## src/rtl/writeback_buffered_pkg.sv

```systemverilog
// Shared definitions for the buffered writeback stage: op-flag encodings
// ({ld,cmp,alu}) and the layout of one buffered entry.
package writeback_buffered_pkg;

    typedef enum logic [2:0] {
        OP_NOP  = 3'b000,
        OP_ALU  = 3'b001,
        OP_CMP  = 3'b010,
        OP_ALUS = 3'b011,
        OP_LD   = 3'b100
    } op_e;

    // Entry layout, MSB first: {wr_rd, wr_cpsr, rd_num, data, cpsr}
    function automatic int unsigned entry_width(int unsigned rn_w, int unsigned data_w);
        return 2 + rn_w + 2 * data_w;
    endfunction

    function automatic int unsigned data_lsb(int unsigned data_w);
        return data_w;
    endfunction

    function automatic int unsigned rn_lsb(int unsigned data_w);
        return 2 * data_w;
    endfunction

endpackage

```

## src/rtl/writeback_buffered_fifo.sv

```systemverilog
// Circular entry buffer with push/pop/flush; exposes entries in age order
// (slot 0 = head) with a matching valid mask for the forwarding search.
module wb_entry_fifo #(
    parameter int unsigned WIDTH = 8,
    parameter int unsigned DEPTH = 2,
    localparam int unsigned PTR_W  = (DEPTH > 1) ? $clog2(DEPTH) : 1,
    localparam int unsigned FILL_W = $clog2(DEPTH + 1)
) (
    input  logic                   clk,
    input  logic                   reset,
    input  logic                   push,
    input  logic [WIDTH-1:0]       push_data,
    input  logic                   pop,
    input  logic                   flush,
    output logic [FILL_W-1:0]      count,
    output logic                   empty,
    output logic [WIDTH-1:0]       head,
    output logic [DEPTH*WIDTH-1:0] entries,
    output logic [DEPTH-1:0]       valid_mask
);

    logic [WIDTH-1:0] mem [DEPTH];
    logic [PTR_W-1:0] rd_ptr;
    logic [PTR_W-1:0] wr_ptr;
    logic             push_ok;
    logic             pop_ok;

    function automatic logic [PTR_W-1:0] bump(input logic [PTR_W-1:0] p);
        return (32'(p) == DEPTH - 1) ? '0 : p + 1'b1;
    endfunction

    assign empty   = (count == '0);
    assign push_ok = push && (32'(count) < DEPTH);
    assign pop_ok  = pop && !empty;
    assign head    = mem[rd_ptr];

    always_ff @(posedge clk or negedge reset) begin
        if (!reset) begin
            rd_ptr <= '0;
            wr_ptr <= '0;
            count  <= '0;
        end else if (flush) begin
            rd_ptr <= '0;
            wr_ptr <= '0;
            count  <= '0;
        end else begin
            if (push_ok) wr_ptr <= bump(wr_ptr);
            if (pop_ok)  rd_ptr <= bump(rd_ptr);
            if (push_ok && !pop_ok)      count <= count + 1'b1;
            else if (!push_ok && pop_ok) count <= count - 1'b1;
        end
    end

    always_ff @(posedge clk) begin
        if (push_ok && !flush) mem[wr_ptr] <= push_data;
    end

    // Rotate physical slots into age order so the consumer need not know the pointers
    always_comb begin
        int unsigned idx;
        entries    = '0;
        valid_mask = '0;
        idx        = 0;
        for (int unsigned k = 0; k < DEPTH; k++) begin
            idx = 32'(rd_ptr) + k;
            if (idx >= DEPTH) idx = idx - DEPTH;
            entries[k*WIDTH +: WIDTH] = mem[idx[PTR_W-1:0]];
            valid_mask[k]             = (k < 32'(count));
        end
    end

endmodule

```

## src/rtl/writeback_buffered.sv

```systemverilog
// Buffered writeback stage: decodes retiring MEM results into an in-order
// buffer, drives one RF/CPSR write per cycle, forwards and counts retirements.
module writeback_buffered
    import writeback_buffered_pkg::*;
#(
    parameter int unsigned DATA_W         = 32,
    parameter int unsigned REG_N          = 16,
    parameter int unsigned DEPTH          = 2,
    parameter int unsigned ZERO_REG_WIRED = 0,
    parameter int unsigned CNT_W          = 16,
    localparam int unsigned RN_W          = $clog2(REG_N)
) (
    input  logic              clk,
    input  logic              reset,
    input  logic              in_valid,
    output logic              in_ready,
    input  logic [RN_W-1:0]   in_rd_num,
    input  logic [DATA_W-1:0] in_result,
    input  logic [DATA_W-1:0] in_dmem_val,
    input  logic [DATA_W-1:0] in_cpsr,
    input  logic              in_is_alu,
    input  logic              in_is_cmp,
    input  logic              in_is_ld,
    input  logic              flush,
    input  logic              rf_ready,
    output logic              rd_write_en,
    output logic [RN_W-1:0]   rd_num,
    output logic [DATA_W-1:0] rd_val,
    output logic              cpsr_write_en,
    output logic [DATA_W-1:0] cpsr_out,
    input  logic [RN_W-1:0]   fwd_req_num,
    output logic              fwd_hit,
    output logic [DATA_W-1:0] fwd_val,
    output logic [CNT_W-1:0]  retire_count,
    output logic              err
);

    localparam int unsigned ENTRY_W  = entry_width(RN_W, DATA_W);
    localparam int unsigned DATA_LSB = data_lsb(DATA_W);
    localparam int unsigned RN_LSB   = rn_lsb(DATA_W);
    localparam int unsigned WRC_BIT  = RN_LSB + RN_W;
    localparam int unsigned WRR_BIT  = WRC_BIT + 1;
    localparam int unsigned FILL_W   = $clog2(DEPTH + 1);

    op_e                    op;
    logic                   dec_wr_rd;
    logic                   dec_wr_cpsr;
    logic                   dec_illegal;
    logic [DATA_W-1:0]      dec_data;
    logic                   accept;
    logic                   push;
    logic                   pop;
    logic [FILL_W-1:0]      fill;
    logic                   empty;
    logic [ENTRY_W-1:0]     head;
    logic [DEPTH*ENTRY_W-1:0] entries;
    logic [DEPTH-1:0]       valid_mask;
    logic [RN_W-1:0]        head_rn;
    logic [RN_W-1:0]        hold_rn;
    logic [DATA_W-1:0]      hold_val;
    logic [DATA_W-1:0]      hold_cpsr;

    always_comb begin
        op          = op_e'({in_is_ld, in_is_cmp, in_is_alu});
        dec_wr_rd   = 1'b0;
        dec_wr_cpsr = 1'b0;
        dec_illegal = 1'b0;
        dec_data    = in_result;
        case (op)
            OP_NOP:  ;
            OP_ALU:  dec_wr_rd = 1'b1;
            OP_CMP:  dec_wr_cpsr = 1'b1;
            OP_ALUS: begin
                dec_wr_rd   = 1'b1;
                dec_wr_cpsr = 1'b1;
            end
            OP_LD: begin
                dec_wr_rd = 1'b1;
                dec_data  = in_dmem_val;
            end
            default: dec_illegal = 1'b1;
        endcase
    end

    assign in_ready = (32'(fill) < DEPTH);
    assign accept   = in_valid && in_ready;
    assign push     = accept && (dec_wr_rd || dec_wr_cpsr);
    assign pop      = !empty && rf_ready;

    wb_entry_fifo #(
        .WIDTH (ENTRY_W),
        .DEPTH (DEPTH)
    ) u_fifo (
        .clk        (clk),
        .reset      (reset),
        .push       (push),
        .push_data  ({dec_wr_rd, dec_wr_cpsr, in_rd_num, dec_data, in_cpsr}),
        .pop        (pop),
        .flush      (flush),
        .count      (fill),
        .empty      (empty),
        .head       (head),
        .entries    (entries),
        .valid_mask (valid_mask)
    );

    // Data outputs fall back to the last presented head while the buffer is empty
    assign head_rn       = head[RN_LSB +: RN_W];
    assign rd_write_en   = !empty && head[WRR_BIT] && !((ZERO_REG_WIRED != 0) && (head_rn == '0));
    assign cpsr_write_en = !empty && head[WRC_BIT];
    assign rd_num        = empty ? hold_rn   : head_rn;
    assign rd_val        = empty ? hold_val  : head[DATA_LSB +: DATA_W];
    assign cpsr_out      = empty ? hold_cpsr : head[DATA_W-1:0];

    always_ff @(posedge clk or negedge reset) begin
        if (!reset) begin
            hold_rn      <= '0;
            hold_val     <= '0;
            hold_cpsr    <= '0;
            retire_count <= '0;
            err          <= 1'b0;
        end else begin
            if (!empty) begin
                hold_rn   <= head_rn;
                hold_val  <= head[DATA_LSB +: DATA_W];
                hold_cpsr <= head[DATA_W-1:0];
            end
            if (pop && !flush) retire_count <= retire_count + 1'b1;
            if (accept && dec_illegal) err <= 1'b1;
        end
    end

    // Oldest to newest; a later match overrides, so the youngest writer wins
    always_comb begin
        fwd_hit = 1'b0;
        fwd_val = '0;
        for (int unsigned k = 0; k < DEPTH; k++) begin
            if (valid_mask[k] && entries[k*ENTRY_W + WRR_BIT]
                && (entries[k*ENTRY_W + RN_LSB +: RN_W] == fwd_req_num)) begin
                fwd_hit = 1'b1;
                fwd_val = entries[k*ENTRY_W + DATA_LSB +: DATA_W];
            end
        end
    end

endmodule
```

## config.mk

```make
export PLATFORM = sky130hd
export DESIGN_NAME = writeback_buffered
export DESIGN_NICKNAME = d
export VERILOG_FILES = /design/src/rtl/writeback_buffered_pkg.sv /design/src/rtl/writeback_buffered_fifo.sv /design/src/rtl/writeback_buffered.sv
export SDC_FILE = /design/constraint.sdc
export NUM_CORES = 1
export LEC_CHECK = 0
export ABC_CLOCK_PERIOD_IN_PS = 8500
export BUFFER_PORTS_ARGS = -buffer_cell sky130_fd_sc_hd__buf_2
export CORE_ASPECT_RATIO = 0.6
export CORE_MARGIN = 2
export CORE_UTILIZATION = 40
export DETAILED_ROUTE_END_ITERATION = 7
export PLACE_DENSITY = 0.64
export SLEW_MARGIN = 5
export SYNTH_ARGS = -nofsm -noshare
export SYNTH_HDL_FRONTEND = slang
export SYNTH_SLANG_ARGS = --single-unit
```

## constraint.sdc

```tcl
create_clock -name clk -period 8.5 [get_ports clk]
set_clock_uncertainty 0.2 [all_clocks]
set_input_delay 2.55 -clock clk [delete_from_list [all_inputs] [get_ports clk]]
set_output_delay 2.55 -clock clk [all_outputs]
set_load 0.03 [all_outputs]
```

==> impl_metrics.json <==
{
  "die_w_um": 211.4,
  "synth-edff-count": 140,
  "status": "completed",
  "grt_pass1_wl_mm": 41.08,
  "rsz0062_at_grt": "no",
  "peakVddDrop_uv": 297.3,
  "yosysSeqAreaShare_pct": 62.28,
  "r2r_cells": 8,
  "p_leak_nw": 4.843,
  "post-dp-hpwl_mm": 17.45,
  "fin_crit_sh_pct": 89.54,
  "drcViolationCount": 0,
  "ctsRootBufferMaster": "clkbuf_16",
  "wirelength_mm": 26.94,
  "final_cell_mix": "buf_2, edfxtp_1, dfrtp_1",
  "startpoint_type": "input pin",
  "powerDensity_nw_per_um2": 369.8,
  "timing.rr.end": "retire_count[10]$_DFFE_PN0P_",
  "worstHoldPathType": "register to register",
  "gr-total-overflow": 0,
  "ys_seq_elements": 229,
  "cts_tree": "yes",
  "grt_max_degree": 87,
  "crit_fanout": 33,
  "vias_per_cell": 5.496,
  "hold_buffers": 0,
  "synth_nets": 910,
  "pin_count": 233,
  "path_class": "input pin to output port",
  "ant_nets": 0,
  "cts.clk_slew.worst_paths_ns": 0.07,
  "cts_resized": 0,
  "dieArea_um2": 27160,
  "clockBufferDepth": 3,
  "netlist_top_cells_area": "edfxtp_1, dfrtp_1, mux2i_1",
  "hold_ws_ns": 0.2737,
  "fill_cells": 2271,
  "die_y_um": 128.5,
  "slew_headroom_pct": 31.35,
  "post-synth-top-area-cell": "edfxtp_1",
  "drive_gt1_share_pct": 32.87,
  "rows": 45,
  "async_flop_share_pct": 38.86,
  "track_usage_pct": 19.69,
  "post-route-util_pct": 49.59,
  "fmax_mhz": 131.4,
  "dr.pass1.iters": 5,
  "post-route-min-period_ns": 7.611,
  "start_util_pct": 40.76,
  "timing.final.hold_violations": 0,
  "design.core.area_um2": 25340,
  "antenna_found_initial": 3,
  "whs_endpoint": "err$_DFFE_PN0P_",
  "crit_arrival_ns": 4.86,
  "synth_top_area_share_pct": 40.71,
  "worst_ep_required_time_ns": 5.75,
  "tightest_slew_ns": 1.029,
  "layout_commonest_cell": "buf_2",
  "htreeDepth": 1,
  "fin_tns_setup_ns": 0,
  "port_buffers": 232,
  "slew_viol_final": 0,
  "syn_area_per_cell_um2": 12.99,
  "cts.sinks": 229,
  "yosysUniqueCellTypes": 43,
  "cts_made_buffers": 24,
  "cp-end-kind": "output port",
  "r2r-start": "u_fifo.count[1]$_DFFE_PN0P_",
  "cap_violations": 0,
  "power_mw": 4.647,
  "syn_area_um2": 10330,
  "whs_path_depth": 1,
  "r2r_slack_ns": 5.21,
  "vias": 7403,
  "ys_warn_count": 0,
  "gp_congestion": 0.7411,
  "clkLatencyLatePin_ns": 0.52,
  "synthCells": 795,
  "drtIter0Drc": 527,
  "grt_pass1_vias": 7122,
  "synth_ff_type": "edfxtp_1",
  "hp-start": "err$_DFFE_PN0P_",
  "area_growth_pct": 21.68,
  "wl_per_cell_um": 20.00,
  "setup_violations": 0,
  "cts_setup_buffers": 0,
  "final_nets": 1113
}
[critical path, stage by stage]
cell and delay (ns):
buf_2 0.12, xnor2_1 0.16, or4_2 0.95, buf_4 0.40, o2111ai_1 0.25, a32oi_1 0.16, buf_2 0.25
[registers in the layout, indices dropped and copies added, names as in the netlist]
name           flops
u_fifo.count       2
hold_val          32
hold_rn            4
u_fifo.mem       140
retire_count      16
hold_cpsr         32
u_fifo.rd_ptr      1
u_fifo.wr_ptr      1
err                1
[how the worst max path moves through the flow]
| stage | start | endpoint | slack, ns | depth (start not counted) |
|---|---|---|---|---|
| global route | fwd_req_num[0] | fwd_val[21] | 0.79 | 7 |
| global placement | fwd_req_num[0] | fwd_val[21] | 0.99 | 7 |
| floorplan | in_is_cmp | u_fifo.mem[1][0]$_DFFE_PP_ | 1.59 | 3 |
| CTS | fwd_req_num[0] | fwd_val[10] | 0.90 | 7 |
| detailed placement | fwd_req_num[0] | fwd_val[10] | 0.90 | 7 |
| finish | fwd_req_num[0] | fwd_val[10] | 0.89 | 7 |
[logic make-up after synthesis]
logic type	count (synthesis)	synth area share (%)
DFF	229	62.28
AOI/OAI and AO/OA	200	13.63
and+or+nand+nor	144	6.592
muxes	111	11.22
buffers and inverters	81	3.623
xor gates and xnor gates	27	2.290
adders and majority gates	3	0.3635
[report_power, final]
group	total (mW)	internal [mW]	switching [mW]	leakage (nW)
Sequential	1.48	1.40	0.0812	2.39
Combinational	2.14	0.569	1.57	2.08
Clock	1.03	0.597	0.429	0.375
Total	4.65	2.57	2.08	4.84
[per-stage QoR]
| step | instances | setup slack [ns] | cell area, µm² |
|---|---|---|---|
| 2_1_floorplan | 795 | 1.586 | 10340 |
| 5_1_grt | 1345 | 0.7884 | 12560 |
| 3_5_place_dp | 1301 | 0.9028 | 11780 |
| 6_report | 1347 | 0.8892 | 12560 |
| 4_1_cts | 1345 | 0.9002 | 12560 |
| 3_3_place_gp | 1301 | 0.9862 | 11780 |
[cells in the mapped netlist, drive strengths merged (27+ instances only)]
cell     instances
a31oi           33
a32oi           29
buf             27
clkbuf          45
dfrtp           89
edfxtp         140
mux2            35
mux2i           76
nand2           73
nand3           38
o2111ai         62
o21ai           67
[routing by layer]
layer / up-vias / track usage (%) / wire length, µm
li1: 3516 / - / -
met1: 3620 / 28.68 / 12980
met3: 24 / 5.565 / 1965
met2: 241 / 29.57 / 11650
met5: - / 0 / 13
met4: 2 / 3.853 / 337
[layout make-up]
class / count / area (µm²) / area share [%]
clock inverter: 11 / 91.34 / 0.7269
inverter: 9 / 33.78 / 0.2689
sequential: 229 / 6435 / 51.21
multi-input combinational: 485 / 3573 / 28.44
antenna: 2 / 5.005 / 0.03983
timing repair buffer: 249 / 1329 / 10.58
tap: 329 / 411.6 / 3.276
clock buffer: 33 / 685.7 / 5.457
(Power assumes the default switching activity.)
